$ cat src/rtl/acc_mean_div_pkg.sv
// Shared types and defaults for the running-mean divider.
package acc_mean_div_pkg;

  localparam int DATA_W_DEF = 32;
  localparam int CNT_W_DEF  = 16;

  typedef enum logic [1:0] {
    S_IDLE = 2'd0,
    S_DIV  = 2'd1,
    S_DONE = 2'd2
  } div_state_e;

  // Width of an iteration counter that can hold 0..dw.
  function automatic int iter_w(input int dw);
    return $clog2(dw + 1);
  endfunction

endpackage

$ cat src/rtl/div_serial_restoring.sv
// Serial restoring divider: one quotient bit per cycle, MSB first.
module div_serial_restoring
  import acc_mean_div_pkg::*;
#(
  parameter int DATA_W = DATA_W_DEF,
  parameter int CNT_W  = CNT_W_DEF
) (
  input  logic              clk,
  input  logic              rst,
  input  logic              start,
  input  logic [DATA_W-1:0] dividend,
  input  logic [CNT_W-1:0]  divisor,
  output logic              busy,
  output logic              done,
  output logic              fin,
  output logic [DATA_W-1:0] quotient,
  output logic [CNT_W-1:0]  remainder,
  output logic              div0
);

  localparam int IW = iter_w(DATA_W);

  div_state_e        state;
  logic [DATA_W-1:0] quo;
  logic [CNT_W:0]    prem;
  logic [CNT_W-1:0]  dvs;
  logic [IW-1:0]     iter;
  logic [CNT_W:0]    shifted;
  logic [CNT_W:0]    diff;
  logic              qbit;

  always_comb begin
    shifted = {prem[CNT_W-1:0], quo[DATA_W-1]};
    diff    = shifted - {1'b0, dvs};
    qbit    = (shifted >= {1'b0, dvs});
  end

  // Final-step values; valid only while fin is high.
  assign fin       = (state == S_DIV) && (iter == IW'(DATA_W - 1));
  assign div0      = (dvs == '0);
  assign quotient  = div0 ? '1 : {quo[DATA_W-2:0], qbit};
  assign remainder = div0 ? '0 : (qbit ? diff[CNT_W-1:0] : shifted[CNT_W-1:0]);
  assign busy      = (state == S_DIV);
  assign done      = (state == S_DONE);

  always_ff @(posedge clk) begin
    if (rst) begin
      state <= S_IDLE;
      quo   <= '0;
      prem  <= '0;
      dvs   <= '0;
      iter  <= '0;
    end else begin
      case (state)
        S_IDLE, S_DONE: begin
          if (start) begin
            state <= S_DIV;
            quo   <= dividend;
            dvs   <= divisor;
            prem  <= '0;
            iter  <= '0;
          end else begin
            state <= S_IDLE;
          end
        end
        S_DIV: begin
          quo  <= {quo[DATA_W-2:0], qbit};
          prem <= qbit ? diff : shifted;
          iter <= iter + IW'(1);
          if (fin) state <= S_DONE;
        end
        default: state <= S_IDLE;
      endcase
    end
  end

endmodule

$ cat src/rtl/acc_mean_div.sv
// Sample counter plus snapshot divider producing mean = y / n of the |x| accumulator.
module acc_mean_div
  import acc_mean_div_pkg::*;
#(
  parameter int DATA_W = DATA_W_DEF,
  parameter int CNT_W  = CNT_W_DEF
) (
  input  logic              clk,
  input  logic              rst,
  input  logic              en,
  input  logic              clr,
  input  logic [DATA_W-1:0] y,
  input  logic              start,
  output logic              busy,
  output logic              done,
  output logic [DATA_W-1:0] mean,
  output logic [CNT_W-1:0]  rem,
  output logic [CNT_W-1:0]  n,
  output logic              div0
);

  logic              fin;
  logic [DATA_W-1:0] q_fin;
  logic [CNT_W-1:0]  r_fin;
  logic              z_fin;

  // Divider latches y and the registered n when it accepts start,
  // so an en in the same cycle is not part of the snapshot.
  div_serial_restoring #(.DATA_W(DATA_W), .CNT_W(CNT_W)) u_div (
    .clk       (clk),
    .rst       (rst),
    .start     (start),
    .dividend  (y),
    .divisor   (n),
    .busy      (busy),
    .done      (done),
    .fin       (fin),
    .quotient  (q_fin),
    .remainder (r_fin),
    .div0      (z_fin)
  );

  always_ff @(posedge clk) begin
    if (rst) begin
      n    <= '0;
      mean <= '0;
      rem  <= '0;
      div0 <= 1'b0;
    end else begin
      if (clr)                 n <= '0;
      else if (en && n != '1)  n <= n + CNT_W'(1);
      // Written on the last divide step so they appear with done.
      if (fin) begin
        mean <= q_fin;
        rem  <= r_fin;
        div0 <= z_fin;
      end
    end
  end

endmodule

$ cat config.mk
export PLATFORM = sky130hd
export DESIGN_NAME = acc_mean_div
export DESIGN_NICKNAME = d
export VERILOG_FILES = /design/src/rtl/acc_mean_div_pkg.sv /design/src/rtl/div_serial_restoring.sv /design/src/rtl/acc_mean_div.sv
export SDC_FILE = /design/constraint.sdc
export NUM_CORES = 1
export LEC_CHECK = 0
export ABC_CLOCK_PERIOD_IN_PS = 2500
export CAP_MARGIN = 25
export CORE_MARGIN = 2
export CORE_UTILIZATION = 30
export CTS_CLUSTER_DIAMETER = 40
export CTS_CLUSTER_SIZE = 14
export DETAILED_ROUTE_END_ITERATION = 6
export HOLD_SLACK_MARGIN = 0.08
export PLACE_DENSITY = 0.48
export SKIP_LAST_GASP = 1
export SLEW_MARGIN = 20
export SYNTH_ARGS = -nofsm -noshare
export SYNTH_HDL_FRONTEND = slang
export SYNTH_SLANG_ARGS = --single-unit
export TNS_END_PERCENT = 30
$ cat constraint.sdc
create_clock -name clk -period 2.5 [get_ports clk]
set_clock_uncertainty 0.05 [all_clocks]
set_input_delay 0.5 -clock clk [delete_from_list [all_inputs] [get_ports clk]]
set_output_delay 0.5 -clock clk [all_outputs]
set_load 0.05 [all_outputs]
**Word level (Yosys, flattened, before mapping)**

Cells that the tools add are included.

- Add/subtract/negate cells: 3
- Eq/ne operators: 6
- Muxes and demuxes: 13
- Reduce and logical (&&, ||, !) cells: 9
- Divide/modulo/power cells: 0
- Multipliers: 0
- Bitwise operators: 0
- Shifts and indexed selects: 0
- Magnitude comparators: 1

Operator list:

| kind | count |
|---|---|
| 16-bit 2-to-1 mux | 4 |
| 32-bit 2-to-1 mux | 2 |
| 32-bit one-hot mux with 2 select lines | 1 |
| 16-bit one-hot mux with 2 select lines | 1 |
| 17-bit by 16-bit >= comparator with 1-bit output | 1 |
| 16-bit by 1-bit adder with 16-bit output, second input constant | 1 |
| 16-bit logical NOT | 1 |
| 16-bit != test, second input constant | 1 |
| 16-bit subtractor | 1 |
| 6-bit one-hot mux with 2 select lines | 1 |
| 6-bit by 1-bit adder with 6-bit output, second input constant | 1 |
| 6-bit by 5-bit == test with 1-bit output, second input constant | 1 |
| 6-bit 2-to-1 mux | 1 |
| 2-bit one-hot mux with 2 select lines | 1 |
| 2-bit AND reduction | 2 |
| 2-bit OR reduction | 2 |
| 2-bit by 1-bit == test with 1-bit output, second input constant | 1 |
| 2-bit == test, second input constant | 1 |
| 1-bit logical AND | 2 |
| 2-bit logical NOT | 1 |
| 2-bit 2-to-1 mux | 1 |
| 2-bit by 1-bit != test with 1-bit output, second input constant | 1 |
| 2-bit != test, second input constant | 1 |
| 2-bit nonzero test | 1 |
| 1-bit 2-to-1 mux | 1 |

- Bits in latches: 0
- Word-level logic and storage cells: 41
- RAM bits: 0
- Bits in registers: 137
- Memories kept: 0
- ROM bits: 0
- Output and inout bits: 67
- Input port bits: 37

**Longest topological paths before layout**

Gate-level depths: netlist of run 1.

- Word-level depth: 4
- Gate-level depth with buffers: 10
- Depth with buffers taken out: 10

**By module**

From an unflattened synthesis of run 1, not the netlist that was laid out.

- Cell total of the unflattened synthesis: 821
- Area, all modules: 6,791.5 um^2

Modules (own cells, without submodules):

| module | cells an instance | seq. area each (um^2) | times used | area each (um^2) |
|---|---|---|---|---|
| div_serial_restoring | 564 | 1,441.4 | 1 | 4,276.6 |
| acc_mean_div | 257 | 1,301.2 | 1 | 2,514.9 |

**Least setup slack after synthesis of run 1**

No wires, ideal clock.

- Kind: register to register
- Start: register u_div.quo[31]
- End: register rem[14]
- Stages on the path, launching flop included: 11
- Data required time: 2.324 ns
- Setup slack: 0.165 ns
- Path buffers: 0
- Arrival time: 2.158 ns
- Clock period less this slack: 2.335 ns
- Library setup time: 0.126 ns
- Cell sequence: dfxtp_1 -> inv_1 -> ha_1 -> inv_1 -> fa_1 -> a211oi_2 -> o21ai_1 -> a211oi_1 -> o311ai_0 -> a22oi_2 -> o31ai_1

- Cells in the longest elaborated chain, start to end: 3
- Elaborated cells between the ends (all ways): 4
- Those cells by class: add/sub: 1; order compare: 1; mux: 2

RTL lines:

| element | RTL line | text |
|---|---|---|
| start, declared | div_serial_restoring.sv:24 | `logic [DATA_W-1:0] quo;` |
| start signal, assigned | div_serial_restoring.sv:58 | `quo <= dividend;` |
| start signal, assigned | div_serial_restoring.sv:67 | `quo <= {quo[DATA_W-2:0], qbit};` |
| 16-bit subtractor / 17-bit by 16-bit >= comparator with 1-bit output (equally long branches) | div_serial_restoring.sv:34, div_serial_restoring.sv:35 |  |
| 16-bit 2-to-1 mux * (2 in series) | div_serial_restoring.sv:42 | `assign remainder = div0 ? '0 : (qbit ? diff[CNT_W-1:0] : shifted[CNT_W-1:0]);` |
| end signal, assigned | acc_mean_div.sv:55 | `rem <= r_fin;` |
| end, declared | acc_mean_div.sv:17 | `output logic [CNT_W-1:0] rem,` |

Every way passes the cells marked *; elsewhere a longest branch is shown, timed or not.
A chain may end at the register's enable or synchronous reset.

**Worst setup path in the final report of run 1**

- Start: register u_div.dvs[2]
- End: register u_div.prem[0]

- Cells in the longest elaborated chain, start to end: 3

RTL lines:

| element | RTL line | text |
|---|---|---|
| start, declared | div_serial_restoring.sv:26 | `logic [CNT_W-1:0] dvs;` |
| start signal, assigned | div_serial_restoring.sv:59 | `dvs <= divisor;` |
| 17-bit by 16-bit >= comparator with 1-bit output | div_serial_restoring.sv:35 | `qbit = (shifted >= {1'b0, dvs});` |
| 16-bit 2-to-1 mux | div_serial_restoring.sv:68 | `prem <= qbit ? diff : shifted;` |
| 16-bit one-hot mux with 2 select lines | div_serial_restoring.sv:54 | `case (state)` |
| end signal, assigned | div_serial_restoring.sv:68 |  |
| end, declared | div_serial_restoring.sv:25 | `logic [CNT_W:0] prem;` |

No other way between the ends.

==> out/results.ini, run 1 <==
[status]
status=completed

[setup_path]
cp_max_fo=15
critical_path.endpoint_type=register
critPathArrivalTime_ns=2.70
startpoint_type=register
crit_required_ns=2.76
crit_type=register to register

[logic_synthesis]
async_flop_share=0
synth_nets=791
synth-compound-area-share=0.270
synthSimpleGateAreaFrac=0.196
synth_flop_cell=dfxtp_1
netlist_instances=735
yosys.cell_types.count=77
syn_area_um2=6480
syn_avg_cell_area_um2=8.82
ys_ff_latch=137
synth_top_family_by_area=compound AO/OA/AOI/OAI gates
synth_fa_ha_area_frac=0.0378
synth-xor-area-share=0.0216
ys_warn_count=0
post_synth_mux_area_share=0.00502
seq_area_frac_synth=0.423
synth_edf_count=0

[clock_tree]
cts.clk_slew.worst_paths_ns=0.06
root_buffer=clkbuf_16
clockBufferDepth=2
cts.htree.levels=4
cts_hold_buf=0
cts_buffers=17
cts_tree=yes
clkLatencyLatePin_ns=0.43
cts_sinks=137

[placed_design]
io_buffers=103
hpwl_um=15000
gp_congestion=0.898
dp.cells=1112

[route]
wire_per_inst_um=18.0
wl_met1_um=9780
met2WireLength_um=9770
drtAntennaViolNets=0
drc=0
drt-total-wl_um=20700
vias=6042
viasPerCell=5.27
topRoutingLayerUsed=met4
firstDrtPassIters=4
drtIter0Drc=350
dr_wl_met3_um=736

[global_routing]
grt_pass1_wl_um=32400
antenna_found_initial=0
grt_max_degree=49
grt_pass1_vias=5891
overflow=0
track_usage=0.184

[final_layout]
diodes=0
nets=915
fin_cells=1147
num-fill-cells=2141
area_growth_pct=34.9
final_layout_size_suffix_gt1_frac=0.196

[sta]
finalCritPeriodShare=0.976
maxSlewViolCount=0
setup_viol=0
rsz0062_at_grt=true
layout_min_cycle_time_ns=2.44
tightest_slew_ns=0.554
max_clock_freq_ghz=0.410
slew_headroom=0.630
holdWs_ns=0.411
finalHoldViolCount=0

[hold_path]
hold_path_class=register to register

[power_and_ir_drop]
finalPower_uw=12000
p_per_area_nw_per_um2=1370
vdd_ir_drop_max_v=0.000925
cellLeakagePower_uw=0.00309

[floorplanning]
fp-row-count=53
ios=104
initial_core_util=0.307
die_h_um=151
dieArea_um2=22800
core_um2=21100
fp.dieW_um=151

[flow_run]
max-cap-violations=0

[cell usage in the layout, fill, tap and decap left out, types with 4 or more instances in the layout]
cell and n:
o21a_1 5, o31ai_1 15, nand2_1 112, clkbuf_16 17, o21ai_1 4, nor3_1 14
nor2_1 32, o21ai_0 16, o211ai_1 16, buf_12 4, inv_6 7, o221a_2 32
a211oi_2 4, or3_1 8, inv_1 20, a21oi_1 73, dfxtp_1 135, a22oi_1 33
nand3_1 15, nand4_1 21, nor4_1 6, xnor2_1 11, ha_1 13, buf_4 47
xor2_1 5, clkdlybuf4s50_1 101
[logic make-up after synthesis]
kind of cell | count (synthesis)
AND/OR/NAND/NOR | 253
buffers and inverters | 72
multiplexers | 3
flip-flops | 137
AO/OA/AOI/OAI | 235
adder cells (fa/ha/maj) | 19
XOR/XNOR | 16
[cell type report]
| cell class | count | area (um^2) | area share |
|---|---|---|---|
| Sequential cell | 137 | 2750 | 0.314 |
| Timing Repair Buffer | 153 | 1450 | 0.166 |
| Clock inverter | 14 | 149 | 0.0170 |
| Clock buffer | 18 | 439 | 0.0502 |
| Tap cell | 275 | 344 | 0.0393 |
| Multi-Input combinational cell | 526 | 3530 | 0.404 |
| Inverter | 24 | 90.1 | 0.0103 |
[cells in the mapped netlist, types with 3 or more instances]
master,number,share of area
a311oi_1,3,0.0041
a21oi_1,73,0.056
o211ai_1,16,0.019
nand3_1,15,0.012
o31ai_1,16,0.019
o211ai_2,3,0.0058
inv_1,22,0.013
o221a_2,32,0.056
o21ai_0,16,0.012
nor2b_1,3,0.0029
nand3b_1,3,0.0035
o21a_1,5,0.0058
clkbuf_1,36,0.021
xnor2_1,11,0.015
a22oi_1,33,0.038
nand2_1,112,0.065
dfxtp_1,137,0.42
or2_2,3,0.0029
nor2_1,34,0.020
and2_1,3,0.0029
nand4_1,21,0.020
ha_1,18,0.035
a211oi_2,4,0.0077
nor3_1,16,0.012
nor3b_1,3,0.0035
a21o_1,3,0.0035
nor4_1,7,0.0068
xor2_1,5,0.0068
buf_4,4,0.0046
o21ai_1,5,0.0039
buf_2,5,0.0039
or3_1,8,0.0077
[stage by stage]
step | setup WS, ns | util | TNS (ns) | area, um^2
2_1_floorplan | 0.165 | - | 0 | 6480
3_3_place_gp | -0.0201 | 0.382 | -0.0201 | 8050
3_5_place_dp | -0.0595 | 0.382 | -0.126 | 8050
4_1_cts | -0.00751 | 0.410 | -0.00751 | 8640
5_1_grt | -0.0459 | 0.415 | -0.237 | 8750
6_report | 0.0612 | 0.415 | 0 | 8750
[worst paths after layout]
path | from | to | slack (ns) | cells after the start
setup / recovery | u_div.dvs[2] | u_div.prem[0] | 0.06 | 10
hold / removal | rem[11] | rem[11] | 0.41 | 2
setup reg to reg | u_div.dvs[2] | u_div.prem[0] | 0.06 | 10
hold reg to reg | rem[11] | rem[11] | 0.41 | 2
[where the power goes]
part / internal (uW) / switching [uW]
Clock: 1440 / 1100
Sequential: 2330 / 178
Combinational: 2920 / 4050
Total: 6690 / 5320
[repair_timing]
item | 4_1_cts | 5_1_grt
endpoints found under the setup margin | 4 | 32
pin swaps | 0 | 10
buffers inserted | 0 | 3
resized for setup | 1 | 21
[critical path, cell delays in order, from the launching register on]
cell	delay, ns
dfxtp_1	0.36
inv_1	0.06
ha_1	0.36
nand3_1	0.14
o21bai_4	0.23
and2_4	0.17
buf_4	0.14
o31ai_4	0.20
buf_12	0.19
o21ai_0	0.13
a32o_1	0.28
[state kept, by name, summed over array words and instances, names as in the netlist]
register,cells
u_div.state,2
u_div.iter,6
u_div.dvs,16
mean,32
rem,16
n,16
div0,1
u_div.prem,16
u_div.quo,32
[routing by layer]
metal,GRT usage,vias up
met3,0.0373,22
met4,0.0617,0
met1,0.250,2935
li1,-,2968
met2,0.291,117
met5,0,-
(Power assumes the default switching activity.)
==> inputs of run 2 (changes only) <==
--- a/config.mk
+++ b/config.mk
@@ -10,12 +10,12 @@
 export CORE_MARGIN = 2
 export CORE_UTILIZATION = 30
 export CTS_CLUSTER_DIAMETER = 40
-export CTS_CLUSTER_SIZE = 14
+export CTS_CLUSTER_SIZE = 24
 export DETAILED_ROUTE_END_ITERATION = 6
 export HOLD_SLACK_MARGIN = 0.08
 export PLACE_DENSITY = 0.48
 export SKIP_LAST_GASP = 1
-export SLEW_MARGIN = 20
+export SLEW_MARGIN = 40
 export SYNTH_ARGS = -nofsm -noshare
 export SYNTH_HDL_FRONTEND = slang
 export SYNTH_SLANG_ARGS = --single-unit
==> results of run 2 <==
Same layout as run 1: the final DEF is identical, and so are final timing and power.
==> inputs of run 3 (changes only) <==
--- a/config.mk
+++ b/config.mk
@@ -7,6 +7,7 @@
 export LEC_CHECK = 0
 export ABC_CLOCK_PERIOD_IN_PS = 2500
 export CAP_MARGIN = 25
+export CORE_ASPECT_RATIO = 0.7
 export CORE_MARGIN = 2
 export CORE_UTILIZATION = 30
 export CTS_CLUSTER_DIAMETER = 40
==> run 3 against run 2 <==
Wire length up 0.90%. Largest power group unchanged. Fmax up 1.5%. Non-clock buffer count up 29. Largest cell class unchanged. Critical path type unchanged.
==> out/results.ini, run 3 (synthesis gave the netlist of run 1 again) <==
[global_routing]
grt_pass1_vias=5905  ; +0.24%
track_usage=0.177  ; -0.00648
overflow=0  ; unchanged
grt_pass1_wl_um=32400  ; about the same
antenna_found_initial=0  ; unchanged
grt_max_degree=50  ; +2.0%

[placed_design]
hpwl_um=15100  ; +0.43%
placed_area_um2=8210  ; +2.0%
gp_congestion=0.911  ; +1.5%
dp_slack_ns=-0.0779  ; -0.0184 ns
io_buffers=103  ; unchanged

[sta]
holdWs_ns=0.400  ; -0.0114 ns
layout_min_cycle_time_ns=2.40  ; -0.0370 ns
setup_viol=0  ; unchanged
finalHoldViolCount=0  ; unchanged
finalSetupTns_ns=0  ; unchanged
max_clock_freq_ghz=0.416  ; +1.5%
finalCritPeriodShare=0.961  ; -0.0148
slew_headroom=0.581  ; -0.0485
tightest_slew_ns=0.626  ; +0.0721 ns
setup_slack_ns=0.0982  ; +0.0370 ns
maxSlewViolCount=0  ; unchanged

[final_layout]
register_area_um2=2750  ; +0.32%
multi_input_area_um2=3660  ; +3.5%
top_regs=mean x32, u_div.quo x32
final_common_cell=dfxtp_1
area_growth_pct=40.5
final_layout_size_suffix_gt1_frac=0.238  ; +0.0423
final_cell_mix=dfxtp_1, nand2_1, clkdlybuf4s50_1
num-fill-cells=2052  ; -4.2%
nets=945  ; +3.3%
postLayoutCellArea_um2=9110  ; +4.1%

[floorplanning]
initial_core_util=0.309  ; +0.00165
dieArea_um2=22800  ; about the same
fp-row-count=44  ; -17%
fp.dieW_um=180  ; +19%
ios=104  ; unchanged
die_h_um=127  ; -16%
core_um2=21000  ; -0.53%

[power_and_ir_drop]
cellLeakagePower_uw=0.00328  ; +6.1%
p_per_area_nw_per_um2=1430  ; +3.9%
finalPower_uw=13000  ; +8.2%
vdd_ir_drop_max_v=0.000856  ; -7.5%

[clock_tree]
cts_hold_buf=0  ; unchanged
cts_buffers=17  ; unchanged
clkLatencyLatePin_ns=0.43  ; about the same
cts_sinks=137  ; unchanged
cts_tree=yes
cts.clk_slew.worst_paths_ns=0.07  ; about the same
clockBufferDepth=2  ; unchanged
root_buffer=clkbuf_16
cts.htree.levels=4  ; unchanged

[route]
drtIter0Drc=439  ; +25%
drtAntennaViolNets=0  ; unchanged
met2WireLength_um=8430  ; -14%
vias=6199  ; +2.6%
viasPerCell=5.26  ; -0.19%
wl_met1_um=10900  ; +12%
drt-total-wl_um=20900  ; +0.90%
drc=0  ; unchanged
firstDrtPassIters=5  ; +1
topRoutingLayerUsed=met4
dr_wl_met3_um=1360  ; +85%
wire_per_inst_um=17.7  ; -1.8%

[setup_path]
cp_common_cell=a211oi_4
max_stage_delay_ns=0.38  ; +0.02 ns
crit_type=register to register
worstPathCellList=inv_2 -> ha_4 -> inv_1 -> fa_2 -> a211oi_4 -> o21ai_2 -> a211oi_2 -> buf_4 -> o21a_1 -> a211oi_4 -> o31ai_1
critical_path.endpoint_type=register
cpMaxStageDelayCell=fa_2
worst-path-buf-inv=3  ; unchanged
r2r_end=u_div.prem[12]
r2r_cells=11  ; +1
critPathArrivalTime_ns=2.70  ; about the same
crit_required_ns=2.79  ; +0.03 ns
ff2ff_setup_slack_ns=0.1  ; +0.04 ns
startpoint_type=register
timing.rr.start=u_div.quo[31]
crit_family=compound AO/OA/AOI/OAI gates
cp_max_fo=4  ; -11

[flow_run]
max-cap-violations=0  ; unchanged

[status]
status=completed

[hold_path]
hp-start=rst
hold-path-endpoint=u_div.prem[7]
hold_depth=2  ; unchanged
hold_path_class=input port to register

[run 3: cell types whose count changed in the layout (fill, tap and decap cells not counted), sizes merged]
cell / previous run / this run
buf: 52 / 81
clkinv: 2 / 6
inv: 33 / 30
and3: 3 / 4
clkbuf: 18 / 17
diode: 0 / 1
[run 3: cell type report]
type,count,share of cell area
clock buffers,17,0.0467
flip-flops and latches,137,0.302
well taps,276,0.0379
multi-input cells,527,0.402
clock inverters,15,0.0195
repair buffers,182,0.182
inverters,24,0.00989
diodes,1,0.000275
[run 3: how the worst max path moves through the flow]
| stage | from | to | depth (start not counted) |
|---|---|---|---|
| after detailed placement | u_div.dvs[0] | rem[14] | 10 |
| final | u_div.quo[31] | u_div.prem[12] | 11 |
| after global placement | u_div.dvs[0] | u_div.prem[12] | 10 |
| after floorplan | u_div.quo[31] | rem[14] | 10 |
| after global routing | u_div.quo[31] | rem[14] | 11 |
| after CTS | u_div.quo[31] | rem[10] | 10 |
[run 3: routing by layer]
metal	vias to the layer above	global-route usage
li1	3042	-
met1	2953	0.268
met2	188	0.249
met3	16	0.0493
met4	0	0.0354
met5	-	0
[run 3: repair_timing]
action                     in CTS  in global routing
setup endpoints to repair       7                 31
gates resized for setup         6                 44
pin swaps                       3                 15
cloned                          0                  1
buffers inserted                0                  6
[run 3: power by group]
part	leakage [uW]	switching (uW)	total, uW	internal [uW]
Clock	0.000288	1130	2560	1430
Combinational	0.00188	4630	7910	3270
Sequential	0.00111	195	2530	2330
Total	0.00328	5960	13000	7030
[run 3: worst register-to-register path, delay by kind of cell (launching register included)]
kind	cells	cell delay (ns)
compound gates	6	1.15
buf+inv	3	0.28
flops	1	0.32
fa+ha+maj	2	0.50
[run 3: metrics by stage]
stage / util / cells
3_3_place_gp: 0.391 / 1139
2_1_floorplan: - / 735
6_report: 0.434 / 1179
5_1_grt: 0.434 / 1178
4_1_cts: 0.421 / 1171
3_5_place_dp: 0.391 / 1139
